===== src/rtl/arch_state_snapshot_if.sv =====
`default_nettype none
// ============================================================================
//  Module   : arch_state_snapshot_if
//  Purpose  : Groups every signal of the architectural-state snapshot block
//             except clock and reset: the request handshake, the core halt
//             handshake, the PC/privilege/CLINT inputs, the CSR and
//             register-file read ports, and the record output stream.
//  Modports : master - the snapshot engine (drives halt_req, read addresses
//                      and the record stream)
//             slave  - the surrounding tile (core, CSR file, register files,
//                      record consumer)
//  Revision : 1.0 - initial release
// ============================================================================
interface arch_state_snapshot_if #(
    parameter int XLEN = 64
);
    logic            req_valid;
    logic            req_ready;
    logic            halt_req;
    logic            halt_ack;
    logic [XLEN-1:0] pc_in;
    logic [1:0]      prv_in;
    logic [XLEN-1:0] time_in;
    logic [XLEN-1:0] timecmp_in;
    logic [11:0]     csr_addr;
    logic [XLEN-1:0] csr_data;
    logic            rf_sel;
    logic [4:0]      rf_addr;
    logic [XLEN-1:0] rf_data;
    logic            out_valid;
    logic            out_ready;
    logic [XLEN-1:0] out_data;
    logic [6:0]      out_index;
    logic            out_last;
    logic            done;
    logic            timeout_err;

    modport master (
        input  req_valid, halt_ack, pc_in, prv_in, time_in, timecmp_in,
               csr_data, rf_data, out_ready,
        output req_ready, halt_req, csr_addr, rf_sel, rf_addr,
               out_valid, out_data, out_index, out_last, done, timeout_err
    );

    modport slave (
        output req_valid, halt_ack, pc_in, prv_in, time_in, timecmp_in,
               csr_data, rf_data, out_ready,
        input  req_ready, halt_req, csr_addr, rf_sel, rf_addr,
               out_valid, out_data, out_index, out_last, done, timeout_err
    );
endinterface
`default_nettype wire


===== src/rtl/arch_state_snapshot.sv =====
`default_nettype none
// ============================================================================
//  Module   : arch_state_snapshot
//  Purpose  : Halts the core, reads its architectural state through
//             1-cycle-latency read ports and streams it as XLEN-bit records
//             in loadarch image order, then resumes the core.
//  Ports    : clock - single clock
//             reset - asynchronous, active-high
//             bus   - arch_state_snapshot_if.master (request, halt
//                     handshake, CSR/RF read ports, record stream)
//  Records  : 0 pc, 1 prv, 2..20 CSRs, 21 mtime, 22 mtimecmp,
//             23..54 x0..x31, 55..86 f0..f31 (only when FPR_EN=1)
//  Revision : 1.0 - initial release
// ============================================================================
module arch_state_snapshot #(
    parameter int XLEN         = 64,
    parameter bit FPR_EN       = 1'b1,
    parameter int HALT_TIMEOUT = 1024
) (
    input  wire logic           clock,
    input  wire logic           reset,
    arch_state_snapshot_if.master bus
);
    localparam int              CNT_W    = $clog2(HALT_TIMEOUT + 1);
    localparam logic [CNT_W-1:0] CNT_LAST = CNT_W'(HALT_TIMEOUT - 1);
    localparam logic [6:0]      LAST_IDX = FPR_EN ? 7'd86 : 7'd54;
    localparam logic [6:0]      IDX_PRV  = 7'd1;
    localparam logic [6:0]      IDX_CSR1 = 7'd20;
    localparam logic [6:0]      IDX_TIME = 7'd21;
    localparam logic [6:0]      IDX_TCMP = 7'd22;
    localparam logic [6:0]      IDX_X0   = 7'd23;
    localparam logic [6:0]      IDX_F0   = 7'd55;

    typedef enum logic [2:0] {
        S_IDLE    = 3'd0,
        S_HALT    = 3'd1,
        S_ISSUE   = 3'd2,
        S_CAPTURE = 3'd3,
        S_SEND    = 3'd4,
        S_RESUME  = 3'd5
    } state_t;

    state_t           state_q, state_d;
    logic [6:0]       idx_q, idx_d;
    logic [CNT_W-1:0] cnt_q, cnt_d;
    logic [XLEN-1:0]  pc_q, pc_d;
    logic [1:0]       prv_q, prv_d;
    logic [XLEN-1:0]  data_q, data_d;
    logic [6:0]       oidx_q, oidx_d;
    logic             last_q, last_d;
    logic             terr_q, terr_d;
    logic [11:0]      csr_addr_w;
    logic             rf_sel_w;
    logic [4:0]       rf_addr_w;

    // CSR address for records 2..20.
    function automatic logic [11:0] csr_of(input logic [6:0] idx);
        logic [11:0] a;
        a = 12'h000;
        case (idx)
            7'd2:  a = 12'h003;
            7'd3:  a = 12'h105;
            7'd4:  a = 12'h140;
            7'd5:  a = 12'h141;
            7'd6:  a = 12'h142;
            7'd7:  a = 12'h143;
            7'd8:  a = 12'h180;
            7'd9:  a = 12'h300;
            7'd10: a = 12'h302;
            7'd11: a = 12'h303;
            7'd12: a = 12'h304;
            7'd13: a = 12'h305;
            7'd14: a = 12'h340;
            7'd15: a = 12'h341;
            7'd16: a = 12'h342;
            7'd17: a = 12'h343;
            7'd18: a = 12'h344;
            7'd19: a = 12'hB00;
            7'd20: a = 12'hB02;
            default: a = 12'h000;
        endcase
        return a;
    endfunction

    always_ff @(posedge clock or posedge reset) begin
        if (reset) begin
            state_q <= S_IDLE;
            idx_q   <= '0;
            cnt_q   <= '0;
            pc_q    <= '0;
            prv_q   <= '0;
            data_q  <= '0;
            oidx_q  <= '0;
            last_q  <= 1'b0;
            terr_q  <= 1'b0;
        end else begin
            state_q <= state_d;
            idx_q   <= idx_d;
            cnt_q   <= cnt_d;
            pc_q    <= pc_d;
            prv_q   <= prv_d;
            data_q  <= data_d;
            oidx_q  <= oidx_d;
            last_q  <= last_d;
            terr_q  <= terr_d;
        end
    end

    always_comb begin
        state_d    = state_q;
        idx_d      = idx_q;
        cnt_d      = cnt_q;
        pc_d       = pc_q;
        prv_d      = prv_q;
        data_d     = data_q;
        oidx_d     = oidx_q;
        last_d     = last_q;
        terr_d     = 1'b0;
        csr_addr_w = 12'h000;
        rf_sel_w   = 1'b0;
        rf_addr_w  = 5'd0;
        case (state_q)
            S_IDLE: begin
                cnt_d = '0;
                if (bus.req_valid) begin
                    state_d = S_HALT;
                    idx_d   = 7'd0;
                end
            end
            S_HALT: begin
                if (bus.halt_ack) begin
                    pc_d    = bus.pc_in;
                    prv_d   = bus.prv_in;
                    state_d = S_ISSUE;
                end else if (cnt_q == CNT_LAST) begin
                    terr_d  = 1'b1;
                    state_d = S_IDLE;
                end else begin
                    cnt_d = cnt_q + 1'b1;
                end
            end
            S_ISSUE: begin
                state_d = S_CAPTURE;
                if (idx_q > IDX_PRV && idx_q <= IDX_CSR1) begin
                    csr_addr_w = csr_of(idx_q);
                end else if (idx_q > IDX_X0) begin
                    // Both files start 23 / 55 records in; 55-23 = 32, so the
                    // register number is (idx - 23) mod 32 = (idx + 9) mod 32.
                    rf_sel_w  = (idx_q >= IDX_F0);
                    rf_addr_w = idx_q[4:0] + 5'd9;
                end
            end
            S_CAPTURE: begin
                state_d = S_SEND;
                oidx_d  = idx_q;
                last_d  = (idx_q == LAST_IDX);
                if (idx_q == 7'd0)
                    data_d = pc_q;
                else if (idx_q == IDX_PRV)
                    data_d = {{(XLEN-2){1'b0}}, prv_q};
                else if (idx_q <= IDX_CSR1)
                    data_d = bus.csr_data;
                else if (idx_q == IDX_TIME)
                    data_d = bus.time_in;
                else if (idx_q == IDX_TCMP)
                    data_d = bus.timecmp_in;
                else if (idx_q == IDX_X0)
                    data_d = '0;
                else
                    data_d = bus.rf_data;
            end
            S_SEND: begin
                if (bus.out_ready) begin
                    if (idx_q == LAST_IDX) begin
                        state_d = S_RESUME;
                    end else begin
                        idx_d   = idx_q + 7'd1;
                        state_d = S_ISSUE;
                    end
                end
            end
            S_RESUME: state_d = S_IDLE;
            default:  state_d = S_IDLE;
        endcase
    end

    // Handshake outputs decode directly from the state register so reset
    // clears them without waiting for a clock edge.
    assign bus.req_ready   = (state_q == S_IDLE);
    assign bus.halt_req    = (state_q == S_HALT) || (state_q == S_ISSUE) ||
                             (state_q == S_CAPTURE) || (state_q == S_SEND);
    assign bus.out_valid   = (state_q == S_SEND);
    assign bus.done        = (state_q == S_RESUME);
    assign bus.timeout_err = terr_q;
    assign bus.out_data    = data_q;
    assign bus.out_index   = oidx_q;
    assign bus.out_last    = last_q;
    assign bus.csr_addr    = csr_addr_w;
    assign bus.rf_sel      = rf_sel_w;
    assign bus.rf_addr     = rf_addr_w;
endmodule
`default_nettype wire


===== src/flat_wrapper.sv =====
// flat-port wrapper written by rule: the top's interface ports become plain ports
module arch_state_snapshot_flat 
#(
    parameter int XLEN         = 64,
    parameter bit FPR_EN       = 1'b1,
    parameter int HALT_TIMEOUT = 1024
)
  (clock, reset, bus_req_valid, bus_halt_ack, bus_pc_in, bus_prv_in, bus_time_in, bus_timecmp_in, bus_csr_data, bus_rf_data, bus_out_ready, bus_req_ready, bus_halt_req, bus_csr_addr, bus_rf_sel, bus_rf_addr, bus_out_valid, bus_out_data, bus_out_index, bus_out_last, bus_done, bus_timeout_err);
  arch_state_snapshot_if #(.XLEN(XLEN)) bus_i ();
  input  wire logic clock;
  input  wire logic reset;
  input wire logic [$bits(bus_i.req_valid)-1:0] bus_req_valid;
  input wire logic [$bits(bus_i.halt_ack)-1:0] bus_halt_ack;
  input wire logic [$bits(bus_i.pc_in)-1:0] bus_pc_in;
  input wire logic [$bits(bus_i.prv_in)-1:0] bus_prv_in;
  input wire logic [$bits(bus_i.time_in)-1:0] bus_time_in;
  input wire logic [$bits(bus_i.timecmp_in)-1:0] bus_timecmp_in;
  input wire logic [$bits(bus_i.csr_data)-1:0] bus_csr_data;
  input wire logic [$bits(bus_i.rf_data)-1:0] bus_rf_data;
  input wire logic [$bits(bus_i.out_ready)-1:0] bus_out_ready;
  output wire logic [$bits(bus_i.req_ready)-1:0] bus_req_ready;
  output wire logic [$bits(bus_i.halt_req)-1:0] bus_halt_req;
  output wire logic [$bits(bus_i.csr_addr)-1:0] bus_csr_addr;
  output wire logic [$bits(bus_i.rf_sel)-1:0] bus_rf_sel;
  output wire logic [$bits(bus_i.rf_addr)-1:0] bus_rf_addr;
  output wire logic [$bits(bus_i.out_valid)-1:0] bus_out_valid;
  output wire logic [$bits(bus_i.out_data)-1:0] bus_out_data;
  output wire logic [$bits(bus_i.out_index)-1:0] bus_out_index;
  output wire logic [$bits(bus_i.out_last)-1:0] bus_out_last;
  output wire logic [$bits(bus_i.done)-1:0] bus_done;
  output wire logic [$bits(bus_i.timeout_err)-1:0] bus_timeout_err;
  assign bus_i.req_valid = bus_req_valid;
  assign bus_i.halt_ack = bus_halt_ack;
  assign bus_i.pc_in = bus_pc_in;
  assign bus_i.prv_in = bus_prv_in;
  assign bus_i.time_in = bus_time_in;
  assign bus_i.timecmp_in = bus_timecmp_in;
  assign bus_i.csr_data = bus_csr_data;
  assign bus_i.rf_data = bus_rf_data;
  assign bus_i.out_ready = bus_out_ready;
  assign bus_req_ready = bus_i.req_ready;
  assign bus_halt_req = bus_i.halt_req;
  assign bus_csr_addr = bus_i.csr_addr;
  assign bus_rf_sel = bus_i.rf_sel;
  assign bus_rf_addr = bus_i.rf_addr;
  assign bus_out_valid = bus_i.out_valid;
  assign bus_out_data = bus_i.out_data;
  assign bus_out_index = bus_i.out_index;
  assign bus_out_last = bus_i.out_last;
  assign bus_done = bus_i.done;
  assign bus_timeout_err = bus_i.timeout_err;
  arch_state_snapshot #(.XLEN(XLEN), .FPR_EN(FPR_EN), .HALT_TIMEOUT(HALT_TIMEOUT)) u_core (.clock(clock), .reset(reset), .bus(bus_i));
endmodule

===== config.mk =====
export PLATFORM = sky130hd
export DESIGN_NAME = arch_state_snapshot_flat
export DESIGN_NICKNAME = d
export VERILOG_FILES = /design/src/rtl/arch_state_snapshot_if.sv /design/src/rtl/arch_state_snapshot.sv /design/src/flat_wrapper.sv
export SDC_FILE = /design/constraint.sdc
export NUM_CORES = 1
export LEC_CHECK = 0
export ABC_AREA = 1
export BUFFER_PORTS_ARGS = -buffer_cell sky130_fd_sc_hd__buf_2
export CAP_MARGIN = 15
export CORE_AREA = 2 2 166 168
export CTS_CLUSTER_DIAMETER = 80
export CTS_CLUSTER_SIZE = 16
export DETAILED_ROUTE_END_ITERATION = 8
export DIE_AREA = 0 0 168 170
export GPL_TIMING_DRIVEN = 0
export MAX_ROUTING_LAYER = met4
export PLACE_DENSITY = 0.66
export SLEW_MARGIN = 25
export SYNTH_ARGS = -nofsm -noshare
export SYNTH_HDL_FRONTEND = slang
export SYNTH_SLANG_ARGS = --single-unit

===== constraint.sdc =====
create_clock -name clock -period 5 [get_ports clock]
set_input_delay 0.5 -clock clock [delete_from_list [all_inputs] [get_ports clock]]
set_output_delay 0.5 -clock clock [all_outputs]
set_load 0.02 [all_outputs]

==> impl_results.md, run 1 <==
- Final setup fails: 0
- Total CTS buffers: 17
- Initial antenna violation count: 9
- Routed wire per std cell: 20.7 µm
- Most common cell after layout, fill and taps aside: nand2_1
- Final RePlAce weighted congestion: 0.956
- Clock Path Buffers: 2
- Critical path origin: u_core.idx_q[1]$_DFFE_PP0P_
- Die width: 168 µm
- Setup Crit Path Kind: register to output pin
- Sw Ratio: 42.5%
- Slew Viols, Final: 0
- Via density: 5.20
- CTS tree: built
- Worst-skew pair later-pin latency: 0.43 ns
- Fin area: 12900 µm²
- Most frequent cells in the layout: nand2_1 (487), buf_2 (458), a21oi_1 (182), nor2_1 (165), dfrtp_1 (160)
- Power share of the sequential group: 36.9%
- Vias: 11.5k
- PD cells: 453 nW/µm²
- Worst Hold Class: primary input to asynchronous set/reset pin
- Int Power: 3.37 mW
- Max Cap Viol: 0
- Rel. slew slack: 47.1%
- Die ar.: 28600 µm²
- Footprint of the multi-input gates: 5010 µm²
- Max Clock Skew: 0.0136 ns
- Number of fill cells in the layout: 2761
- FFs w/ async S/R, synth: 100%
- H-Tree Depth: 4
- GRT Util Overall: 32.2%
- Post-layout min period: 3.52 ns
- Max FO, Critical Path: 10
- Leak pwr: 6.76 nW
- Primary FF master, synth: dfrtp_1
- Row cnt: 60
- DRC errors left: 0
- Syn_area_per_cell: 6.91 µm²
- Routed Antenna Nets: 0
- Number of synthesized flops with an enable pin: 0
- Cell chosen for the clock root: clkbuf_16
- Clk sinks: 160
- Post-cts resize count: 0
- Die Y: 170 µm
- Core area: 26700 µm²
- Max VDD drop: 0.000210 V
- Final hold vios: 0
- DP Area: 12300 µm²
- Fin crit share: 70.5%
- Worst setup SP type: register
- RSZ-0062 raised after global routing: false
- R2r startpoint: u_core.idx_q[0]$_DFFE_PP0P_
- Post-CTS setup buffer count: 0
- Combinational power share: 40.0%
- Register Area: 4000 µm²
- Kind of end point of the critical path: output pin
- Drt total wl: 45.9 mm
- Vias in the first global route: 11.0k
- Hold-fix buffers at CTS: 0
- Io pins: 422
- Area growth syn-to-layout: 32.5%
- Post-layout nets: 2187
- Initial core utilization: 36.6%
- Port Buffers: 417
- Clk slew on worst S/H paths: 0.07 ns
- Worst hold slack: 0.106 ns
- Yosys warning total: 0
- CP arrival: 3.02 ns
- Fmax achieved: 284 MHz
- TritonRoute pass-1 iters: 6
- Worst Path Required: 4.50 ns
- Layout cells sized above 1: 30.7%
- Worst-Margin Slew: 0.794 ns
- Yosys reg bits: 160
- Seq/Total Area, Yosys: 41.0%
- Gr ovfl total: 0
- Cells after Synth: 1412
- Synth cell types: 37
- Clock power frac: 23.2%
- Global-route wire length before repair: 66.3 mm
- Number of DRC markers in iteration 0: 902
- Post-DP HPWL: 35.6 mm
- Synth Cell Area: 9760 µm²
- Outcome: complete, no violations
- Largest net degree at the start of global routing: 86
- Sw power: 2.49 mW
[metrics by stage]
step | power, mW | utilization [%] | cells | TNS, ns | setup WS, ns
global placement | 4.44 | 46.1 | 2173 | -295.09 | -1.86
floorplan | 3.56 | - | 1415 | 0 | 0.180
CTS | 5.85 | 48.4 | 2206 | 0 | 1.48
detailed placement | 4.50 | 46.2 | 2174 | 0 | 1.97
global route | 6.21 | 48.5 | 2215 | 0 | 1.30
finish | 5.86 | 48.5 | 2215 | 0 | 1.48
[worst max-delay path: stages (launching register included)]
cell	delay, ns
dfrtp_1	0.46
inv_1	0.24
ha_1	0.27
inv_1	0.07
a21oi_1	0.15
nand2_1	0.11
nand2_4	0.17
inv_2	0.08
buf_6	0.16
nor3_2	0.15
nand2_1	0.23
nor2_1	0.27
buf_2	0.21
[cell type report]
type / instances / area share (%)
Clock buffer: 18 / 3.40
Tap cell: 341 / 3.30
Buffer: 98 / 4.33
Timing Repair Buffer: 418 / 16.4
Antenna cell: 9 / 0.174
Inverter: 52 / 1.57
Multi-Input combinational cell: 1105 / 38.7
Clock inverter: 14 / 1.17
Sequential cell: 160 / 31.0
[cells in the mapped netlist, types with 17 or more instances]
cell      count  share of area (%)
nor2_1      165                6.3
o21ai_0      45                2.3
o211ai_1     18                1.4
dfrtp_1     160                 41
buf_4        17                1.3
buf_2        41                2.1
inv_1        38                1.5
or2_2        18                1.2
nand2_1     487                 19
nand3_1      83                4.3
a21oi_1     182                9.3
clkbuf_1     28                1.1
a31oi_1      19                1.2
[cell families after synthesis]
group,synth area share [%]
flops,41.0
simple gates,34.7
other cells,0.0384
xor+xnor,0.628
compound gates,14.8
fa+ha+maj,1.03
buf+inv,7.73
[registers in the layout, indices dropped and copies added, names as in the netlist]
name / flops
u_core.bus.out_index: 7
u_core.idx_q: 7
u_core.state_q: 3
u_core.pc_q: 64
u_core.bus.timeout_err: 1
u_core.bus.out_data: 64
u_core.bus.out_last: 1
u_core.cnt_q: 11
u_core.prv_q: 2
[final timing paths]
kind	cells past startpoint	to	slack [ns]
max	12	bus_csr_addr[0]	1.48
min	2	u_core.bus.out_data[16]$_DFFE_PP0P_	0.11
max reg2reg	12	u_core.bus.out_data[51]$_DFFE_PP0P_	2.25
min reg2reg	2	u_core.pc_q[15]$_DFFE_PP0P_	0.47
max in group asynchronous	3	u_core.cnt_q[0]$_DFFE_PP0P_	4.06
min in group clock	2	u_core.bus.timeout_err$_DFF_PP0_	0.26
[routing by layer]
metal | vias up | wire length (µm) | GRT usage (%) | part of all wire, %
li1 | 5471 | - | - | -
met1 | 5390 | 18800 | 38.5 | 41
met2 | 565 | 22200 | 53.8 | 48
met3 | 93 | 3260 | 6.19 | 7.1
met4 | 0 | 1650 | 13.3 | 3.6
met5 | - | 0 | - | 0
[power by group through the flow]
stage                     sequential, mW  combinational (mW)  clock, mW
after floorplan                     2.42                1.13          0
after global placement              2.15                2.30          0
after detailed placement            2.16                2.34          0
after CTS                           2.15                2.34       1.37
after global routing                2.21                2.58       1.42
final                               2.16                2.34       1.36
Power figures use the tool's default switching activity.
==> run 2: changes to the inputs <==
==> constraint.sdc (replaced) <==
create_clock -name clock -period 3.2 [get_ports clock]
set_input_delay 0.32 -clock clock [delete_from_list [all_inputs] [get_ports clock]]
set_output_delay 0.32 -clock clock [all_outputs]
set_load 0.02 [all_outputs]
==> impl_results.md, run 2 (synthesized netlist as in run 1, its figures left out) <==
- Outcome: complete, no violations
- Final hold vios: 0 (unchanged)
- Worst-skew pair later-pin latency: 0.44 ns (about the same)
- Gr ovfl total: 0 (unchanged)
- Port Buffers: 417 (unchanged)
- Setup TNS: 0 ns (unchanged)
- Cell chosen for the clock root: clkbuf_16
- Routed wire per std cell: 20.9 µm (+1.0%)
- Initial core utilization: 36.6% (unchanged)
- Worst-Margin Slew: 0.880 ns (+0.0865 ns)
- PD cells: 703 nW/µm² (+55%)
- Total CTS buffers: 17 (unchanged)
- Final RePlAce weighted congestion: 0.947 (-0.97%)
- Clk sinks: 160 (unchanged)
- Fmax achieved: 327 MHz
- Worst setup SP type: register
- RSZ-0062 raised after global routing: false
- Max Cap Viol: 0 (unchanged)
- Core Util, Final: 49.1% (+0.59 points)
- Die width: 168 µm (unchanged)
- Post-layout min period: 3.06 ns
- Max VDD drop: 0.000343 V (+64%)
- Hold EP: u_core.pc_q[34]$_DFFE_PP0P_
- H-Tree Depth: 4 (unchanged)
- CP arrival: 2.74 ns (-0.28 ns)
- Max Clock Skew: 0.0118 ns (-0.00187 ns)
- CTS tree: built
- Most frequent cells in the layout: nand2_1 (486), buf_2 (458), a21oi_1 (182), nor2_1 (164), dfrtp_1 (159)
- R2R Path End: u_core.bus.out_data[25]$_DFFE_PP0P_
- Sw Ratio: 43.0% (+0.53 points)
- Rel. slew slack: 41.3% (-5.8 points)
- Sw power: 3.96 mW (+59%)
- Worst Hold Class: primary input to register
- Die ar.: 28600 µm² (unchanged)
- Hold path startpoint: bus_pc_in[34]
- Number of DRC markers in iteration 0: 1061 (+18%)
- TritonRoute pass-1 iters: 8 (+2)
- Final setup fails: 0 (unchanged)
- Slew Viols, Final: 0 (unchanged)
- Area growth syn-to-layout: 34.1%
- Int Power: 5.24 mW (+56%)
- Layout cells sized above 1: 31.4% (+0.69 points)
- Routed Antenna Nets: 0 (unchanged)
- Power share of the sequential group: 36.5% (-0.4 points)
- Most common cell after layout, fill and taps aside: nand2_1
- Worst Path Required: 2.88 ns (-1.62 ns)
- R2R setup slack: 0.47 ns (-1.78 ns)
- Post-DP HPWL: 35.9 mm (+0.85%)
- Clock Path Buffers: 2 (unchanged)
- Initial antenna violation count: 6 (-3)
- Setup Crit Path Kind: register to output pin
- GRT Util Overall: 32.8% (+0.54 points)
- Leak pwr: 6.83 nW (+1.0%)
- Die Y: 170 µm (unchanged)
- Fin crit share: 95.6%
- Largest net degree at the start of global routing: 29 (-66%)
- Clock power frac: 23.1% (about the same)
- Vias in the first global route: 11.2k (+1.6%)
- Combinational power share: 40.4% (+0.4 points)
- Row cnt: 60 (unchanged)
- Drt total wl: 46.5 mm (+1.4%)
- Via density: 5.23 (+0.52%)
- DRC errors left: 0 (unchanged)
- Kind of end point of the critical path: output pin
- Post-layout nets: 2197 (+0.46%)
- Worst hold stages: 3
- Clk slew on worst S/H paths: 0.08 ns (about the same)
- Global-route wire length before repair: 67.6 mm (+2.0%)
- Core area: 26700 µm² (unchanged)
- R2r startpoint: u_core.idx_q[1]$_DFFE_PP0P_
- Vias: 11.6k (+0.84%)
- Max FO, Critical Path: 10 (unchanged)
- Worst r2r path cells: 11 (-1)
- Io pins: 422 (unchanged)
[run 2: worst max path at each step]
| stage | from | end | depth (start not counted) |
|---|---|---|---|
| after global routing | u_core.idx_q[0]$_DFFE_PP0P_ | bus_csr_addr[8] | 12 |
| after detailed placement | u_core.idx_q[0]$_DFFE_PP0P_ | bus_csr_addr[7] | 12 |
| after CTS | u_core.idx_q[1]$_DFFE_PP0P_ | bus_csr_addr[8] | 12 |
| final | u_core.idx_q[1]$_DFFE_PP0P_ | bus_csr_addr[7] | 12 |
| after floorplan | u_core.idx_q[0]$_DFFE_PP0P_ | bus_csr_addr[7] | 11 |
| after global placement | reset | u_core.bus.out_data[42]$_DFFE_PP0P_ | 2 |
[run 2: area by class of cell]
| cell class | instances | area, µm² |
|---|---|---|
| antenna | 6 | 15.0 |
| buffer | 98 | 559 |
| clock buffer | 19 | 453 |
| clock inverter | 13 | 134 |
| fill | 2793 | 13600 |
| inverter | 52 | 199 |
| multi-input combinational | 1105 | 5030 |
| sequential | 160 | 4010 |
| tap | 341 | 427 |
| timing repair buffer | 428 | 2260 |
[run 2: worst max-delay path: stages, from the launching register on]
cell     delay, ns
dfrtp_1       0.47
inv_2         0.16
ha_1          0.22
inv_1         0.07
a21oi_1       0.17
nand2_1       0.11
nand2_4       0.13
inv_2         0.07
buf_6         0.15
nor3_4        0.16
nand2_2       0.17
nor3_2        0.20
buf_2         0.20
[run 2: what timing repair did]
action                     4_1_cts  5_1_grt
hold endpoints to repair        25        0
resized for setup                6        2
hold buffers                     1        0
setup buffers                    0        4
pin swaps                        0        1
gates cloned                     0        0
setup endpoints to repair        7        7
[run 2: power groups by stage]
stage / registers, mW / clock network, mW / logic (mW)
after floorplan: 3.79 / 0 / 1.77
after global placement: 3.34 / 0 / 3.61
after detailed placement: 3.37 / 0 / 3.69
final: 3.36 / 2.12 / 3.71
after CTS: 3.34 / 2.13 / 3.70
after global routing: 3.45 / 2.22 / 4.10
[run 2: layer usage]
layer  global-route usage [%]  share of wire [%]  wire [µm]  up-vias
met1                     40.5                 41      19200     5427
met5                        -                  0          0        -
met3                     5.91                7.7       3580       95
met4                     12.6                3.4       1570        0
li1                         -                  -          -     5488
met2                     53.7                 48      22100      606
[run 2: metrics by stage]
step / total power, mW / setup WS (ns) / cells / instance area, µm² / hold slack [ns]
2_1_floorplan: 5.56 / 0.812 / 1415 / 9770 / 0.392
3_3_place_gp: 6.95 / -0.307 / 2173 / 12300 / 0.453
3_5_place_dp: 7.05 / 0.284 / 2179 / 12400 / 0.444
4_1_cts: 9.17 / 0.0259 / 2212 / 13000 / 0.0685
5_1_grt: 9.77 / 0.00892 / 2222 / 13100 / 0.0762
6_report: 9.20 / 0.140 / 2222 / 13100 / 0.0755
